### src/rtl/iter_div.sv
// Radix-2 restoring integer divider, signed/unsigned, with valid/ready
// handshakes on both sides, flush cancel, and fixed WIDTH+1 cycle latency.
module iter_div #(
  parameter int WIDTH = 32,
  parameter int CNT_W = $clog2(WIDTH)
) (
  input  logic             clk,
  input  logic             reset,
  input  logic             flush,
  input  logic             in_valid,
  output logic             in_ready,
  input  logic             in_signed,
  input  logic [WIDTH-1:0] dividend,
  input  logic [WIDTH-1:0] divisor,
  output logic             out_valid,
  input  logic             out_ready,
  output logic [WIDTH-1:0] quotient,
  output logic [WIDTH-1:0] remainder,
  output logic             busy
);

  typedef enum logic [1:0] {
    S_IDLE,
    S_CALC,
    S_DONE
  } state_t;

  state_t             state_q, state_d;
  logic [CNT_W-1:0]   cnt_q, cnt_d;
  logic [WIDTH-1:0]   dvd_q, dvd_d;
  logic [WIDTH-1:0]   rem_q, rem_d;
  logic [WIDTH-1:0]   dsr_q, dsr_d;
  logic [WIDTH-1:0]   raw_q, raw_d;
  logic               q_neg_q, q_neg_d;
  logic               r_neg_q, r_neg_d;
  logic               div0_q, div0_d;
  logic [WIDTH-1:0]   quo_q, quo_d;
  logic [WIDTH-1:0]   rmd_q, rmd_d;
  logic               out_valid_q, out_valid_d;

  logic               accept;
  logic               dvd_neg, dsr_neg;
  logic [WIDTH:0]     shift;
  logic [WIDTH+1:0]   trial;
  logic               q_bit;
  logic [WIDTH-1:0]   rem_step;
  logic [WIDTH-1:0]   quo_step;

  assign in_ready = !reset && !flush &&
                    ((state_q == S_IDLE) || ((state_q == S_DONE) && out_ready));
  assign accept   = in_valid && in_ready;
  assign dvd_neg  = in_signed && dividend[WIDTH-1];
  assign dsr_neg  = in_signed && divisor[WIDTH-1];

  // The trial subtract is two bits wider than the divisor so its sign bit is
  // reliable even when the shifted partial remainder uses bit WIDTH.
  assign shift    = {rem_q, dvd_q[WIDTH-1]};
  assign trial    = {1'b0, shift} - {2'b00, dsr_q};
  assign q_bit    = ~trial[WIDTH+1];
  assign rem_step = q_bit ? trial[WIDTH-1:0] : shift[WIDTH-1:0];
  assign quo_step = {dvd_q[WIDTH-2:0], q_bit};

  always_comb begin
    state_d     = state_q;
    cnt_d       = cnt_q;
    dvd_d       = dvd_q;
    rem_d       = rem_q;
    dsr_d       = dsr_q;
    raw_d       = raw_q;
    q_neg_d     = q_neg_q;
    r_neg_d     = r_neg_q;
    div0_d      = div0_q;
    quo_d       = quo_q;
    rmd_d       = rmd_q;
    out_valid_d = out_valid_q;

    if (flush) begin
      state_d     = S_IDLE;
      out_valid_d = 1'b0;
    end else begin
      case (state_q)
        S_CALC: begin
          dvd_d = quo_step;
          rem_d = rem_step;
          if (cnt_q == '0) begin
            state_d     = S_DONE;
            out_valid_d = 1'b1;
            quo_d       = div0_q ? '1 : (q_neg_q ? -quo_step : quo_step);
            rmd_d       = div0_q ? raw_q : (r_neg_q ? -rem_step : rem_step);
          end else begin
            cnt_d = cnt_q - 1'b1;
          end
        end
        S_DONE: begin
          if (out_ready) begin
            state_d     = S_IDLE;
            out_valid_d = 1'b0;
          end
        end
        default: ;
      endcase

      // A load from IDLE or from a consumed DONE overrides the above.
      if (accept) begin
        state_d     = S_CALC;
        out_valid_d = 1'b0;
        cnt_d       = CNT_W'(WIDTH - 1);
        dvd_d       = dvd_neg ? -dividend : dividend;
        dsr_d       = dsr_neg ? -divisor : divisor;
        rem_d       = '0;
        raw_d       = dividend;
        q_neg_d     = dvd_neg ^ dsr_neg;
        r_neg_d     = dvd_neg;
        div0_d      = (divisor == '0);
      end
    end
  end

  always_ff @(posedge clk or posedge reset) begin
    if (reset) begin
      state_q     <= S_IDLE;
      cnt_q       <= '0;
      dvd_q       <= '0;
      rem_q       <= '0;
      dsr_q       <= '0;
      raw_q       <= '0;
      q_neg_q     <= 1'b0;
      r_neg_q     <= 1'b0;
      div0_q      <= 1'b0;
      quo_q       <= '0;
      rmd_q       <= '0;
      out_valid_q <= 1'b0;
    end else begin
      state_q     <= state_d;
      cnt_q       <= cnt_d;
      dvd_q       <= dvd_d;
      rem_q       <= rem_d;
      dsr_q       <= dsr_d;
      raw_q       <= raw_d;
      q_neg_q     <= q_neg_d;
      r_neg_q     <= r_neg_d;
      div0_q      <= div0_d;
      quo_q       <= quo_d;
      rmd_q       <= rmd_d;
      out_valid_q <= out_valid_d;
    end
  end

  assign out_valid = out_valid_q;
  assign quotient  = quo_q;
  assign remainder = rmd_q;
  assign busy      = (state_q != S_IDLE);

endmodule
### config.mk
export PLATFORM = sky130hd
export DESIGN_NAME = iter_div
export DESIGN_NICKNAME = d
export VERILOG_FILES = /design/src/rtl/iter_div.sv
export SDC_FILE = /design/constraint.sdc
export NUM_CORES = 1
export LEC_CHECK = 0
export CORE_UTILIZATION = 55
export DETAILED_ROUTE_END_ITERATION = 10
export HOLD_SLACK_MARGIN = 0.12
export PLACE_DENSITY = 0.78
export SLEW_MARGIN = 15
export SYNTH_ARGS = -nofsm -noshare
export SYNTH_HDL_FRONTEND = slang
export SYNTH_SLANG_ARGS = --single-unit
### constraint.sdc
create_clock -name clk -period 9.7 [get_ports clk]
set_input_delay 2.91 -clock clk [delete_from_list [all_inputs] [get_ports clk]]
set_output_delay 2.91 -clock clk [all_outputs]
set_load 0.05 [all_outputs]
==> results of run 1 <==
## worst register-to-register path, delay by kind of cell (launching register included)
kind,cells,cell delay (ns)
compound gates,5,1.91
buf+inv,3,0.87
simple gates,5,0.82
fa+ha+maj,2,0.81
mux,2,0.61
flops,1,0.47
xor+xnor,1,0.16
## routing by layer
layer  global-route usage  up-vias  routed length (µm)
li1                     -     6108                   -
met1                0.422     6158               16600
met2                0.486      521               17700
met3               0.0359      101                2680
met4                0.102        0                1180
met5                    0        -                   0
## cell usage after synthesis, types with 6 or more instances
cell type | count | share of area
nand2_1 | 285 | 0.078
inv_1 | 61 | 0.017
nor3_1 | 29 | 0.011
or3_1 | 26 | 0.012
clkbuf_1 | 75 | 0.021
buf_1 | 8 | 0.0022
o31ai_1 | 24 | 0.013
o41ai_1 | 10 | 0.0064
a22o_1 | 6 | 0.0038
nor2_1 | 133 | 0.037
nand3_1 | 19 | 0.0070
o211ai_1 | 11 | 0.0060
xor2_1 | 72 | 0.046
a21o_1 | 12 | 0.0066
ha_1 | 41 | 0.038
dfrtp_1 | 202 | 0.37
a31oi_1 | 21 | 0.0096
o21ai_0 | 175 | 0.064
or2_2 | 11 | 0.0050
nor2b_1 | 6 | 0.0027
and3_1 | 11 | 0.0050
o22ai_1 | 9 | 0.0041
nor4_1 | 12 | 0.0055
nand4_1 | 8 | 0.0037
o21a_1 | 7 | 0.0038
and2_1 | 12 | 0.0055
nand2b_1 | 13 | 0.0060
mux2i_1 | 22 | 0.016
a211oi_1 | 9 | 0.0049
xnor2_1 | 56 | 0.036
or4_1 | 15 | 0.0082
a21oi_1 | 161 | 0.059
buf_2 | 12 | 0.0044
## state kept, by name (all words and copies together) (netlist names)
name       cells
dsr_q         32
dvd_q         32
quotient      32
raw_q         32
rem_q         32
remainder     32
cnt_q          5
state_q        2
div0_q         1
q_neg_q        1
r_neg_q        1
## final cells by class
| cell class | instances | area (µm²) |
|---|---|---|
| clock inverters | 5 | 90.1 |
| repair buffers | 149 | 1460 |
| inverters | 61 | 236 |
| well taps | 324 | 405 |
| multi-input cells | 1324 | 7970 |
| flip-flops and latches | 202 | 5050 |
| fillers | 2042 | 8400 |
| clock buffers | 36 | 694 |
## per-stage QoR
stage	instances	power, W
after floorplan	1687	0.00412
after global placement	2060	0.00487
after detailed placement	2060	0.00497
after CTS	2101	0.00591
after global routing	2101	0.00644
final	2101	0.00597
## report_power, final
| part | internal [W] | switching (W) |
|---|---|---|
| registers | 0.00109 | 0.000288 |
| clock network | 0.000546 | 0.000365 |
| logic | 0.00141 | 0.00227 |
| total | 0.00304 | 0.00292 |
## kinds of logic after synthesis
| logic type | count (synthesis) |
|---|---|
| multiplexers | 26 |
| XOR/XNOR | 128 |
| buffers and inverters | 161 |
| flip-flops | 202 |
| AO/OA/AOI/OAI | 512 |
| adder cells (fa/ha/maj) | 42 |
| AND/OR/NAND/NOR | 616 |
## worst max-delay path by stage
stage	cells after the start	to	start	slack (ns)
4_1_cts	3	in_ready	flush	1.95
3_5_place_dp	3	in_ready	flush	1.96
2_1_floorplan	1	cnt_q[0]	reset	1.28
3_3_place_gp	3	in_ready	flush	2.00
5_1_grt	3	in_ready	flush	1.88
6_report	3	in_ready	flush	1.95
==> reports/results.tsv, run 1 <==
metric	value	unit
wl_per_cell	18.2	µm
synth_compound_area_frac	0.232	
drt-pass1-iter-count	6	
clock_sinks	202	
die_area	0.0255	mm²
drive_gt1_frac	0.0557	
fin_hold_ws	0.468	ns
maxSlewHeadroom	0.319	
ys.flop_type	dfrtp_1	
rr_worst_depth	18	
rsz0062_at_grt	no	
dieWidth	160	µm
skew	0.0170	ns
placed_area	0.0151	mm²
grt_overflow_total	0	
critical_path.most_common_cell	clkdlybuf4s50_1	
crit_path_cell_trace	clkdlybuf4s50_1 -> nor3_1 -> clkdlybuf4s50_1	
hp-class	reg -> reg	
worstHoldStart	raw_q[17]	
rr_endpoint	remainder[30]	
clkLatencyLatePin	0.54	ns
grt_max_degree	119	
h-tree-depth	1	
synthToLayoutAreaGrowth	16.6	%
track_usage	0.302	
min_period	7.75	ns
final_common_cell	nand2_1	
holdBufCountCts	0	
synth_top_family_by_area	compound AO/OA/AOI/OAI gates	
regToRegSetupSlack	3.93	ns
avgSynthCellArea	8.09	µm²
antenna_found_initial	0	
synth_seq_cells	202	
cts_resized	0	
ys_async_sr_fraction	1.00	
synth_area	0.0137	mm²
worstSetupPathType	in -> out	
synthXorXnorAreaFrac	0.0821	
drt_iter0_drc	1076	
cts_tree	done	
setup_violations	0	
cts_root_buffer	clkbuf_16	
synthSimpleGateAreaFrac	0.210	
ys_types	95	
syn-num-nets	1799	
crit_fanout	9	
cts.path.max_buffers	3	
antenna_left	0	
dp_slack	1.96	ns
initial_core_util	0.561	
rr_startpoint	rem_q[10]	
num_io_pins	137	
path_clk_slew	0.06	ns
cp.arrival	4.84	ns
synthAdderAreaFrac	0.0390	
peakVddDrop	0.000261	V
tns	0	ns
antenna_cells	0	
crit_path_start_kind	input port	
worst_slew_pin_slew	1.02	ns
stdcell_area	0.0159	mm²
hold_viol_final	0	
dp_hpwl	27.4	mm
critPathRequiredTime	6.79	ns
p_per_area	375	mW/mm²
drc_errors	0	
fp-row-count	57	
synth_cells	1687	
maxCapViolCount	0	
critPathCaptureType	primary output	
fin_nets	1873	
cts_setup_buffers	0	
synth_edf_count	0	
place_congestion	0.923	
drt-total-wl	38.2	mm
cts-buffers-inserted	23	
min_to	raw_q[17]	
crit_family	buffers and inverters	
seq_area_frac_synth	0.370	
grt_pass1_wl	62.4	mm
cp_slowest_cell	clkdlybuf4s50_1	
mostFrequentLayoutCells	nand2_1, dfrtp_1, o21ai_0	
slew_viol_final	0	
cp_num_buf_inv	2	
hold_path_depth	2	
critPathMaxStageDelay	0.89	ns
fmax	129	MHz
core-area	0.0243	mm²
die_h	160	µm
yosysWarningCount	0	
grt_pass1_vias	11968	
setup_ws	1.95	ns
fin_util	0.655	
muxShareOfSynthArea	0.0194	
drt-vias-per-instance	6.13	
status	completed	
vias	12888	
numPortBuffers	136	
fin_crit_sh	0.799	
power.leakage	6.88	nW
No activity file was read; power rests on OpenSTA's default activity.
==> inputs of run 2 (changes only) <==
--- a/config.mk
+++ b/config.mk
@@ -5,10 +5,10 @@
 export SDC_FILE = /design/constraint.sdc
 export NUM_CORES = 1
 export LEC_CHECK = 0
-export CORE_UTILIZATION = 55
+export CORE_UTILIZATION = 53
 export DETAILED_ROUTE_END_ITERATION = 10
 export HOLD_SLACK_MARGIN = 0.12
-export PLACE_DENSITY = 0.78
+export PLACE_DENSITY = 0.79
 export SLEW_MARGIN = 15
 export SYNTH_ARGS = -nofsm -noshare
 export SYNTH_HDL_FRONTEND = slang
==> constraint.sdc (replaced) <==
create_clock -name clk -period 6.48 [get_ports clk]
set_input_delay 1.944 -clock clk [delete_from_list [all_inputs] [get_ports clk]]
set_output_delay 1.944 -clock clk [all_outputs]
set_load 0.05 [all_outputs]
==> run 2 against run 1 <==
Net effect:
- wire length is 3.4% higher
- clock power is 48% higher
- sequential share of layout area stayed put
- worst hold slack better by 0.0099 ns
- flip-flop and latch count stayed put
- largest cell class unchanged
- via count hardly changed
- clock skew is 0.0030 ns higher
- cell area stayed put
- largest power group unchanged
- register-to-register slack worse by 2.9 ns
- combinational power is 49% higher
- utilization is 2.4 points lower
- critical endpoint unchanged
==> reports/results.tsv, run 2 (same netlist as run 1, synthesis figures left out) <==
metric	value	unit	change
fillers	2182		+6.9%
synthToLayoutAreaGrowth	16.6	%	unchanged
cts_tree	done		
rr_worst_depth	16		-2
crit_fanout	9		unchanged
crit_path_cell_trace	clkdlybuf4s50_1 -> nor3_1 -> clkdlybuf4s50_1		
fp-row-count	58		+1.8%
clkLatencyLatePin	0.52	ns	-0.02 ns
cts_resized	0		unchanged
peakVddDrop	0.000424	V	+62%
maxSlewHeadroom	0.272		-0.0463
dp_slack	0.670	ns	-1.29 ns
num_io_pins	137		unchanged
cts_setup_buffers	0		unchanged
core-area	0.0253	mm²	+3.8%
slew_viol_final	0		unchanged
cp.arrival	3.88	ns	-0.96 ns
grt_max_degree	100		-16%
worst_slew_pin_slew	1.08	ns	+0.0543 ns
die_area	0.0264	mm²	+3.7%
place_congestion	0.926		+0.37%
grt_overflow_total	0		unchanged
grt_pass1_wl	63.2	mm	+1.3%
tns	0	ns	unchanged
path_clk_slew	0.06	ns	about the same
vias	12883		-0.039%
hold_viol_final	0		unchanged
cts-buffers-inserted	23		unchanged
die_h	162	µm	+1.8%
holdBufCountCts	0		unchanged
stdcell_area	0.0159	mm²	unchanged
final_common_cell	nand2_1		
cp_num_buf_inv	2		unchanged
placed_area	0.0151	mm²	+0.11%
cts_root_buffer	clkbuf_16		
antenna_left	0		unchanged
cts.path.max_buffers	3		unchanged
drc_errors	0		unchanged
cp_slowest_cell	clkdlybuf4s50_1		
antenna_cells	0		unchanged
wl_per_cell	18.7	µm	+3.1%
p_per_area	560	mW/mm²	+49%
track_usage	0.299		-0.00259
fin_crit_sh	0.898		
fin_util	0.630		-0.0242
hp-class	reg -> reg		
mostFrequentLayoutCells	nand2_1, dfrtp_1, o21ai_0		
drt-vias-per-instance	6.11		-0.32%
critPathMaxStageDelay	0.90	ns	about the same
fmax	172	MHz	
status	completed		
drt_iter0_drc	1265		+18%
min_period	5.82	ns	
critical_path.most_common_cell	clkdlybuf4s50_1		
crit_cells	3		unchanged
drt-total-wl	39.5	mm	+3.4%
h-tree-depth	1		unchanged
numPortBuffers	136		unchanged
fin_nets	1873		unchanged
worstSetupPathType	in -> out		
critPathCaptureType	primary output		
m1WireLength	17.1	mm	+2.9%
dr.max_layer_used	met4		
crit_family	buffers and inverters		
skew	0.0200	ns	+0.00304 ns
dieWidth	162	µm	+1.8%
wl_met2	18.8	mm	+6.0%
dr_wl_met3	2.66	mm	-0.64%
crit_path_start_kind	input port		
dp_hpwl	28.8	mm	+5.1%
maxCapViolCount	0		unchanged
hold_path_depth	2		unchanged
grt_pass1_vias	12192		+1.9%
antenna_found_initial	0		unchanged
setup_ws	0.659	ns	-1.29 ns
drt-pass1-iter-count	6		unchanged
setup_violations	0		unchanged
rsz0062_at_grt	no		
clock_sinks	202		unchanged
initial_core_util	0.541		-0.0208
power.leakage	6.87	nW	-0.12%
drive_gt1_frac	0.0568		+0.00113
critPathRequiredTime	4.54	ns	-2.25 ns
## run 2: worst reg2reg max path: cells and delay by family, from the launching register on
family                   cells  cell delay, ns
AO/OA/AOI/OAI                7            2.20
adder cells (fa/ha/maj)      2            0.72
multiplexers                 2            0.68
AND/OR/NAND/NOR              3            0.61
buffers and inverters        1            0.52
flip-flops                   1            0.44
XOR/XNOR                     1            0.16
## run 2: worst paths after layout
kind / start / to / slack [ns]
max: flush / in_ready / 0.66
min: raw_q[28] / raw_q[28] / 0.48
max reg2reg: rem_q[19] / remainder[30] / 0.99
min reg2reg: raw_q[28] / raw_q[28] / 0.48
max in group asynchronous: reset / quotient[0] / 3.43
min in group asynchronous: reset / cnt_q[1] / 1.98
## run 2: stage by stage
stage / total power, W / hold slack (ns) / std cells
floorplan: 0.00617 / 0.437 / 1687
global placement: 0.00730 / 0.455 / 2066
detailed placement: 0.00743 / 0.463 / 2066
CTS: 0.00882 / 0.480 / 2107
global route: 0.00957 / 0.491 / 2107
finish: 0.00892 / 0.478 / 2107
## run 2: cell type report
type                       instances  area, µm²  share of cell area
clock buffer                      30        632              0.0397
clock inverter                    11        140             0.00880
inverter                          61        233              0.0146
multi-input combinational       1324       7970               0.501
sequential                       202       5050               0.318
tap                              330        413              0.0259
timing repair buffer             149       1470              0.0924
## run 2: metal layers
layer / global-route usage / vias to the layer above
met5: 0 / -
met4: 0.0836 / 0
met1: 0.413 / 6192
met3: 0.0359 / 72
li1: - / 6114
met2: 0.494 / 505
## run 2: power breakdown
part	switching (W)	internal, W	leakage, nW	total, W
clock	0.000542	0.000808	0.381	0.00135
sequential	0.000438	0.00163	2.66	0.00207
combinational	0.00339	0.00211	3.83	0.00549
total	0.00437	0.00455	6.87	0.00892
